$ cat config.mk
export PLATFORM = sky130hd
export DESIGN_NAME = rom_prefetch
export DESIGN_NICKNAME = d
export VERILOG_FILES = /design/src/rtl/rom_prefetch_pkg.sv /design/src/rtl/rom_prefetch_fifo.sv /design/src/rtl/rom_prefetch.sv
export SDC_FILE = /design/constraint.sdc
export NUM_CORES = 1
export LEC_CHECK = 0
export CORE_MARGIN = 2
export CORE_UTILIZATION = 40
export DETAILED_ROUTE_END_ITERATION = 10
export GPL_ROUTABILITY_DRIVEN = 0
export SETUP_SLACK_MARGIN = 0.02
export SLEW_MARGIN = 20
export SYNTH_ARGS = -nofsm -noshare
export SYNTH_HDL_FRONTEND = slang
export SYNTH_SLANG_ARGS = --single-unit
$ cat constraint.sdc
create_clock -name clk_i -period 3.78 [get_ports clk_i]
set_clock_uncertainty 0.15 [all_clocks]
set_input_delay 0.567 -clock clk_i [delete_from_list [all_inputs] [get_ports clk_i]]
set_output_delay 0.567 -clock clk_i [all_outputs]
set_load 0.03 [all_outputs]
$ cat src/rtl/rom_prefetch_pkg.sv
// rom_prefetch_pkg: shared defaults and sizing helper for the ROM prefetcher
package rom_prefetch_pkg;

    localparam int unsigned def_mem_size    = 8;
    localparam int unsigned def_data_width  = 16;
    localparam int unsigned def_fifo_depth  = 4;

    function automatic int unsigned cnt_width(input int unsigned depth);
        return $clog2(depth) + 1;
    endfunction

endpackage

$ cat src/rtl/rom_prefetch_fifo.sv
// sync_fifo: power-of-two synchronous FIFO with occupancy count and flush (flush beats push)
module sync_fifo
    import rom_prefetch_pkg::*;
#(
    parameter int unsigned width = 24,
    parameter int unsigned depth = 4,
    localparam int unsigned pw = $clog2(depth),
    localparam int unsigned cw = cnt_width(depth)
) (
    input  logic             clk_i,
    input  logic             rstn_i,
    input  logic             push,
    input  logic             pop,
    input  logic             flush,
    input  logic [width-1:0] wdata,
    output logic [width-1:0] head,
    output logic             full,
    output logic             empty,
    output logic [cw-1:0]    count
);

    logic [width-1:0] mem [depth];
    logic [pw-1:0]    rd_q;
    logic [pw-1:0]    wr_q;
    logic [cw-1:0]    cnt_q;
    logic             do_pop;

    assign empty  = cnt_q == '0;
    assign full   = cnt_q == cw'(depth);
    assign head   = mem[rd_q];
    assign count  = cnt_q;
    assign do_pop = pop & ~empty;

    // pointers and occupancy; pointers wrap naturally because depth is a power of two
    always_ff @(posedge clk_i or negedge rstn_i) begin
        if (!rstn_i) begin
            rd_q  <= '0;
            wr_q  <= '0;
            cnt_q <= '0;
        end else if (flush) begin
            rd_q  <= '0;
            wr_q  <= '0;
            cnt_q <= '0;
        end else begin
            wr_q  <= push ? wr_q + pw'(1) : wr_q;
            rd_q  <= do_pop ? rd_q + pw'(1) : rd_q;
            cnt_q <= cnt_q + cw'(push) - cw'(do_pop);
        end
    end

    // storage array, written only when the push survives a flush
    always_ff @(posedge clk_i) begin
        if (push && !flush) mem[wr_q] <= wdata;
    end

endmodule

$ cat src/rtl/rom_prefetch.sv
// rom_prefetch: sequential ROM fetcher that hides the 1-cycle read latency behind a small buffer
module rom_prefetch
    import rom_prefetch_pkg::*;
#(
    parameter int unsigned          memSize_p   = def_mem_size,
    parameter int unsigned          dataWidth_p = def_data_width,
    parameter int unsigned          fifoDepth_p = def_fifo_depth,
    parameter logic [memSize_p-1:0] resetAddr_p = '0
) (
    input  logic                   clk_i,
    input  logic                   rstn_i,
    output logic [memSize_p-1:0]   romAddr_o,
    input  logic [dataWidth_p-1:0] romData_i,
    input  logic                   redirect_i,
    input  logic [memSize_p-1:0]   redirectAddr_i,
    output logic [dataWidth_p-1:0] data_o,
    output logic [memSize_p-1:0]   dataAddr_o,
    output logic                   valid_o,
    input  logic                   ready_i
);

    localparam int unsigned cw = cnt_width(fifoDepth_p);

    logic [memSize_p-1:0]             pc_q;
    logic [memSize_p-1:0]             tag_q;
    logic                             inflight_q;
    logic [cw-1:0]                    count;
    logic [cw:0]                      used;
    logic                             full;
    logic                             empty;
    logic                             issue;
    logic                             push;
    logic                             pop;
    logic [dataWidth_p+memSize_p-1:0] head;

    // buffered plus in-flight words must leave room; same-cycle pops do not free credit
    assign used      = {1'b0, count} + {{cw{1'b0}}, inflight_q};
    assign issue     = redirect_i | (used < (cw+1)'(fifoDepth_p));
    assign romAddr_o = redirect_i ? redirectAddr_i : pc_q;
    assign push      = inflight_q & ~redirect_i;
    assign valid_o   = ~empty;
    assign pop       = valid_o & ready_i;
    assign {data_o, dataAddr_o} = head;

    // fetch pointer, and the address tag of the read whose data returns next cycle
    always_ff @(posedge clk_i or negedge rstn_i) begin
        if (!rstn_i) begin
            pc_q       <= resetAddr_p;
            tag_q      <= resetAddr_p;
            inflight_q <= 1'b0;
        end else begin
            inflight_q <= issue;
            tag_q      <= issue ? romAddr_o : tag_q;
            pc_q       <= issue ? romAddr_o + memSize_p'(1) : pc_q;
        end
    end

    sync_fifo #(
        .width(dataWidth_p + memSize_p),
        .depth(fifoDepth_p)
    ) u_fifo (
        .clk_i (clk_i),
        .rstn_i(rstn_i),
        .push  (push),
        .pop   (pop),
        .flush (redirect_i),
        .wdata ({romData_i, tag_q}),
        .head  (head),
        .full  (full),
        .empty (empty),
        .count (count)
    );

    no_overflow: assert property (@(posedge clk_i) disable iff (!rstn_i) !(push && full));

endmodule

Word level (Yosys, flattened, before mapping):

Memory sizes are Yosys's and may differ from the RTL's.
Cells that the tools add are included.

* output and inout bits: 33
* bits in registers: 24
* input port bits: 28
* memories: 1
* memory bits (writable): 96

* reduce and logical (&&, ||, !) cells: 5
* order comparisons: 1
* mux-type cells: 8
* bitwise gates (word level): 6
* add/sub/neg operators: 6

Memories
* u_fifo.mem: words 4, width 24, read ports 1, clocked after Yosys merged registers in 0, write ports 1, RTL line rom_prefetch_fifo.sv:22 `logic [width-1:0] mem [depth];`

Operator list (number)
* 8-bit by 1-bit adder with 8-bit output, second input constant: 1
* 2-bit two-way mux: 4
* 8-bit two-way mux: 1
* 2-bit by 1-bit adder with 2-bit output, second input constant: 2
* 3-bit by 1-bit adder with 4-bit output: 1
* 4-bit by 3-bit less-than comparator with 1-bit output, second input constant: 1
* 2-bit nonzero test: 2
* 3-bit by 1-bit adder with 3-bit output: 1
* 1-bit AND: 3
* 3-bit zero test: 1
* 3-bit two-way mux: 1
* 3-bit by 1-bit subtractor with 3-bit output: 1
* 1-bit two-way mux: 2
* 1-bit inverter: 2
* 1-bit logical AND: 1
* 1-bit zero test: 1
* 1-bit OR: 1

Depth between registers and ports, before layout:

* depth after elaboration: 6
* mapped depth: 8
* gate-level depth less buffers: 8

By module:

Synthesis repeated with hierarchy kept, for this count alone.

* cells, all modules: 263
* area total of the unflattened synthesis: 4937.2 µm²

Modules (own cells, without submodules)
* sync_fifo: area an instance 3966.3 µm², times used 1, cells each 169
* rom_prefetch: area an instance 970.9 µm², times used 1, cells each 94

Worst setup path after synthesis:

Ideal clock, no wire load.

* path type: in2reg
* start: in redirect_i
* end: mem u_fifo.mem[0][0] (enable)
* setup time: 383 ps
* cell stages on the path: 4
* path slack: 1584 ps
* data required time: 3247 ps
* data arrival time: 1664 ps
* buffers on the path: 2
* cell sequence: buf_6 > buf_6 > nor2b_1 > and2_1

* cells in the longest elaborated chain, start to end: 5
* elaborated cells on any way between the ends: 6

RTL lines
* start: declaration: RTL line rom_prefetch.sv:14 `input logic redirect_i,`
* 1-bit inverter: RTL line rom_prefetch.sv:40 `assign push = inflight_q & ~redirect_i;`
* 1-bit AND: RTL line rom_prefetch.sv:40
* 1-bit logical AND *: RTL line rom_prefetch_fifo.sv:53 `if (push && !flush) mem[wr_q] <= wdata;`
* 1-bit two-way mux *: RTL line rom_prefetch_fifo.sv:53
* 1-bit two-way mux (implied by the code) *: RTL line rom_prefetch_fifo.sv:53
* end: declaration: RTL line rom_prefetch_fifo.sv:22

Every way passes the cells marked *; elsewhere a longest branch is shown, timed or not.

Final worst setup path:

* start: in redirect_i
* end: out romAddr_o[5]

* cells in the longest elaborated chain, start to end: 1

RTL lines
* 8-bit two-way mux: RTL line rom_prefetch.sv:39 `assign romAddr_o = redirect_i ? redirectAddr_i : pc_q;`
* end: declaration: RTL line rom_prefetch.sv:12 `output logic [memSize_p-1:0] romAddr_o,`

No other way between the ends.

==> impl_metrics.tcl <==
set metrics [dict create \
    cts_setup_buffers 0 \
    fin_area_mm2 0.00633 \
    power.density_mw_per_mm2 822 \
    cap_violations 0 \
    async_reset_ff_share_pct 20.0 \
    p_sw_mw 1.53 \
    ctsResizeCount 0 \
    num_rows 40 \
    synth_ff_type "edfxtp_1" \
    drc 0 \
    cp_top_family "buffers and inverters" \
    peakVddDrop_v 0.000272 \
    cts_tree "done" \
    core_mm2 0.0119 \
    regArea_mm2 0.00348 \
    syn_to_final_growth_pct 31.1 \
    period_share_pct 87.6 \
    start_util_pct 40.5 \
    pwr-share-clk_pct 33.5 \
    synth_top_area_share_pct 59.7 \
    holdPathEnd "pc_q[6]$_DFFE_PN0P_" \
    synth.most_common_cell "edfxtp_1" \
    endpoint_kind "output pin" \
    synth_edf_count 96 \
    synth_area_leader_cell "edfxtp_1" \
    tns_ps 0 \
    p_seq_share_pct 37.2 \
    p_int_mw 3.67 \
    yosysSeqAreaShare_pct 72.1 \
    outcome "complete, no violations" \
    ant_nets 0 \
    crit_chain "clkdlybuf4s50_1 -> mux2i_1 -> inv_1 -> clkdlybuf4s50_1" \
    drt-total-wl_mm 8.52 \
    timing.fmax_mhz 302 \
    clk_latency_ps 410 \
    p_sw_share_pct 29.4 \
    clock_sinks 120 \
    cts_buffer_depth 2 \
    postCtsHoldBufs 0 \
    netlist_area_mm2 0.00483 \
    timing.critical_path.buf_inv 3 \
    crit_type "in -> out" \
    die_height_um 114 \
    nFillCells 965 \
    avgSynthCellArea_um2 20.5 \
    synth.ff_latch_count 120 \
    arrival_ps 2600 \
    nets 355 \
    worstReg2RegStart "u_fifo.count[1]$_DFF_PN0_" \
    hold_violations 0 \
    crit_fanout 13 \
    dpl_cell_area_mm2 0.00568 \
    drv_slew 0 \
    io_buffers 60 \
    dp_slack_ps 487 \
    reg2reg_slack_ps 1600 \
    grt_max_degree 25 \
    firstDrtPassIters 5 \
    netlist_instances 236 \
    layout_min_cycle_time_ps 3310 \
    drive_gt1_share_pct 29.0 \
    min_from "pc_q[6]$_DFFE_PN0P_" \
    dp_hpwl_mm 5.61 \
    grt_overflow 0 \
    p_leak_nw 2.27 \
    ioPinCount 61 \
    grt_pass1_vias 2600 \
    vias 2439 \
    dieWidth_um 114 \
    diodes 0 \
    fin_ws_ps 467 \
    grt.total_usage_pct 14.4 \
    r2r-end "u_fifo.count[2]$_DFF_PN0_" \
    rsz0062_at_grt "no" \
    yosys_warnings 0 \
    max_stage_delay_ps 810 \
    dieArea_mm2 0.0130 \
    crit_slowest_cell "clkdlybuf4s50_1" \
    hold_depth 1 \
    drt_iter0_drc 169 \
    rr_worst_depth 8 \
    grt_pass1_wl_mm 13.6 \
    tightestPinTransition_ps 909 \
    path_clk_slew_ps 60 \
    multiInputGateArea_mm2 0.00125 \
    numCtsBuffers 17 \
    routedWlPerCell_um 17.8 \
    setup_violations 0 \
    synth_fp_nets 273 \
    htree_num_levels 4 \
    hold_path.class "reg -> reg" \
    comb_power_share_pct 29.3 \
    synthTopCellsByCount "96 x edfxtp_1, 24 x dfrtp_1, 24 x mux4_2, 12 x mux2_2" \
    slew_headroom_pct 39.2 \
    vias_per_cell 5.10 \
    crit_path_start_kind "input port" \
    cts-root-buf "clkbuf_16" \
    antenna_found_initial 0 \
    synthTopCellsByArea "edfxtp_1 60%, dfrtp_1 12%, mux4_2 11%" \
    critPathMostFrequentCell "clkdlybuf4s50_1" \
    synth.distinct_cells 36 \
    critPathRequiredTime_ps 3060 \
]
[flip-flops by register name (all words and copies together) (netlist names)]
| name | flops |
|---|---|
| inflight_q | 1 |
| u_fifo.rd_q | 2 |
| u_fifo.count | 3 |
| pc_q | 8 |
| u_fifo.mem | 96 |
| u_fifo.wr_q | 2 |
| tag_q | 8 |
[worst max-delay path by stage]
stage	slack [ps]	to	cells after the start	startpoint
2_1_floorplan	1580	u_fifo.mem[0][0]$_DFFE_PP_	4	redirect_i
3_3_place_gp	520	romAddr_o[5]	4	redirect_i
3_5_place_dp	490	romAddr_o[5]	4	redirect_i
4_1_cts	480	romAddr_o[5]	4	redirect_i
5_1_grt	390	romAddr_o[5]	4	redirect_i
6_report	470	romAddr_o[5]	4	redirect_i
[metal layers]
layer  wire length [um]  global-route usage [%]  up-vias
li1                   -                       -     1101
met1               3790                    18.1     1247
met2               4040                    22.9       75
met3                507                    4.62       16
met4                184                    6.83        0
met5                  0                       0        -
[power by group through the flow]
stage	logic, mW	registers [mW]	clock network (mW)
after global placement	1.53	1.95	0
after global routing	1.63	1.97	1.83
after CTS	1.55	1.94	1.77
final	1.52	1.94	1.74
after detailed placement	1.54	1.96	0
after floorplan	1.04	1.88	0
[through the flow]
stage / utilization, % / total power [mW] / hold WS [ps] / cells
after floorplan: - / 2.92 / 121 / 236
after global placement: 47.7 / 3.48 / 348 / 446
after detailed placement: 47.7 / 3.51 / 352 / 446
after CTS: 53.2 / 5.26 / 368 / 478
after global routing: 53.2 / 5.43 / 387 / 478
final: 53.2 / 5.20 / 366 / 478
[final cells by class]
class | instances | share of cell area [%]
Multi-Input combinational cell | 98 | 19.8
Inverter | 9 | 0.533
Clock buffer | 17 | 6.72
Tap cell | 147 | 2.90
Timing Repair Buffer | 72 | 11.5
Sequential cell | 120 | 55.0
Clock inverter | 15 | 3.58
[kinds of logic after synthesis]
logic type	Yosys count	synth area share (%)
simple gates	25	3.19
fa+ha+maj	9	2.49
xor+xnor	9	1.63
mux	48	17.3
buf+inv	18	1.97
compound gates	7	1.30
flops	120	72.1
[cells in the final DEF (no fill, tap or decap), drive strengths merged]
master / count
or3: 1
nor2b: 2
edfxtp: 96
clkbuf: 17
nand4: 2
or2: 1
nand4b: 1
clkinvlp: 5
mux2: 20
and4: 1
and3b: 1
inv: 10
nand3: 1
a21oi: 2
o31ai: 1
mux2i: 4
o31a: 1
or4b: 1
nor3: 1
nor2: 6
dfrtp: 24
and3: 1
clkdlybuf4s50: 60
o2111a: 1
nand2: 2
a31oi: 1
mux4: 24
xnor2: 6
and2: 4
clkinv: 4
xor2: 3
ha: 8
a211oi: 1
fa: 1
bufinv: 5
buf: 12
Note: power is estimated with default switching activity, not from simulation.
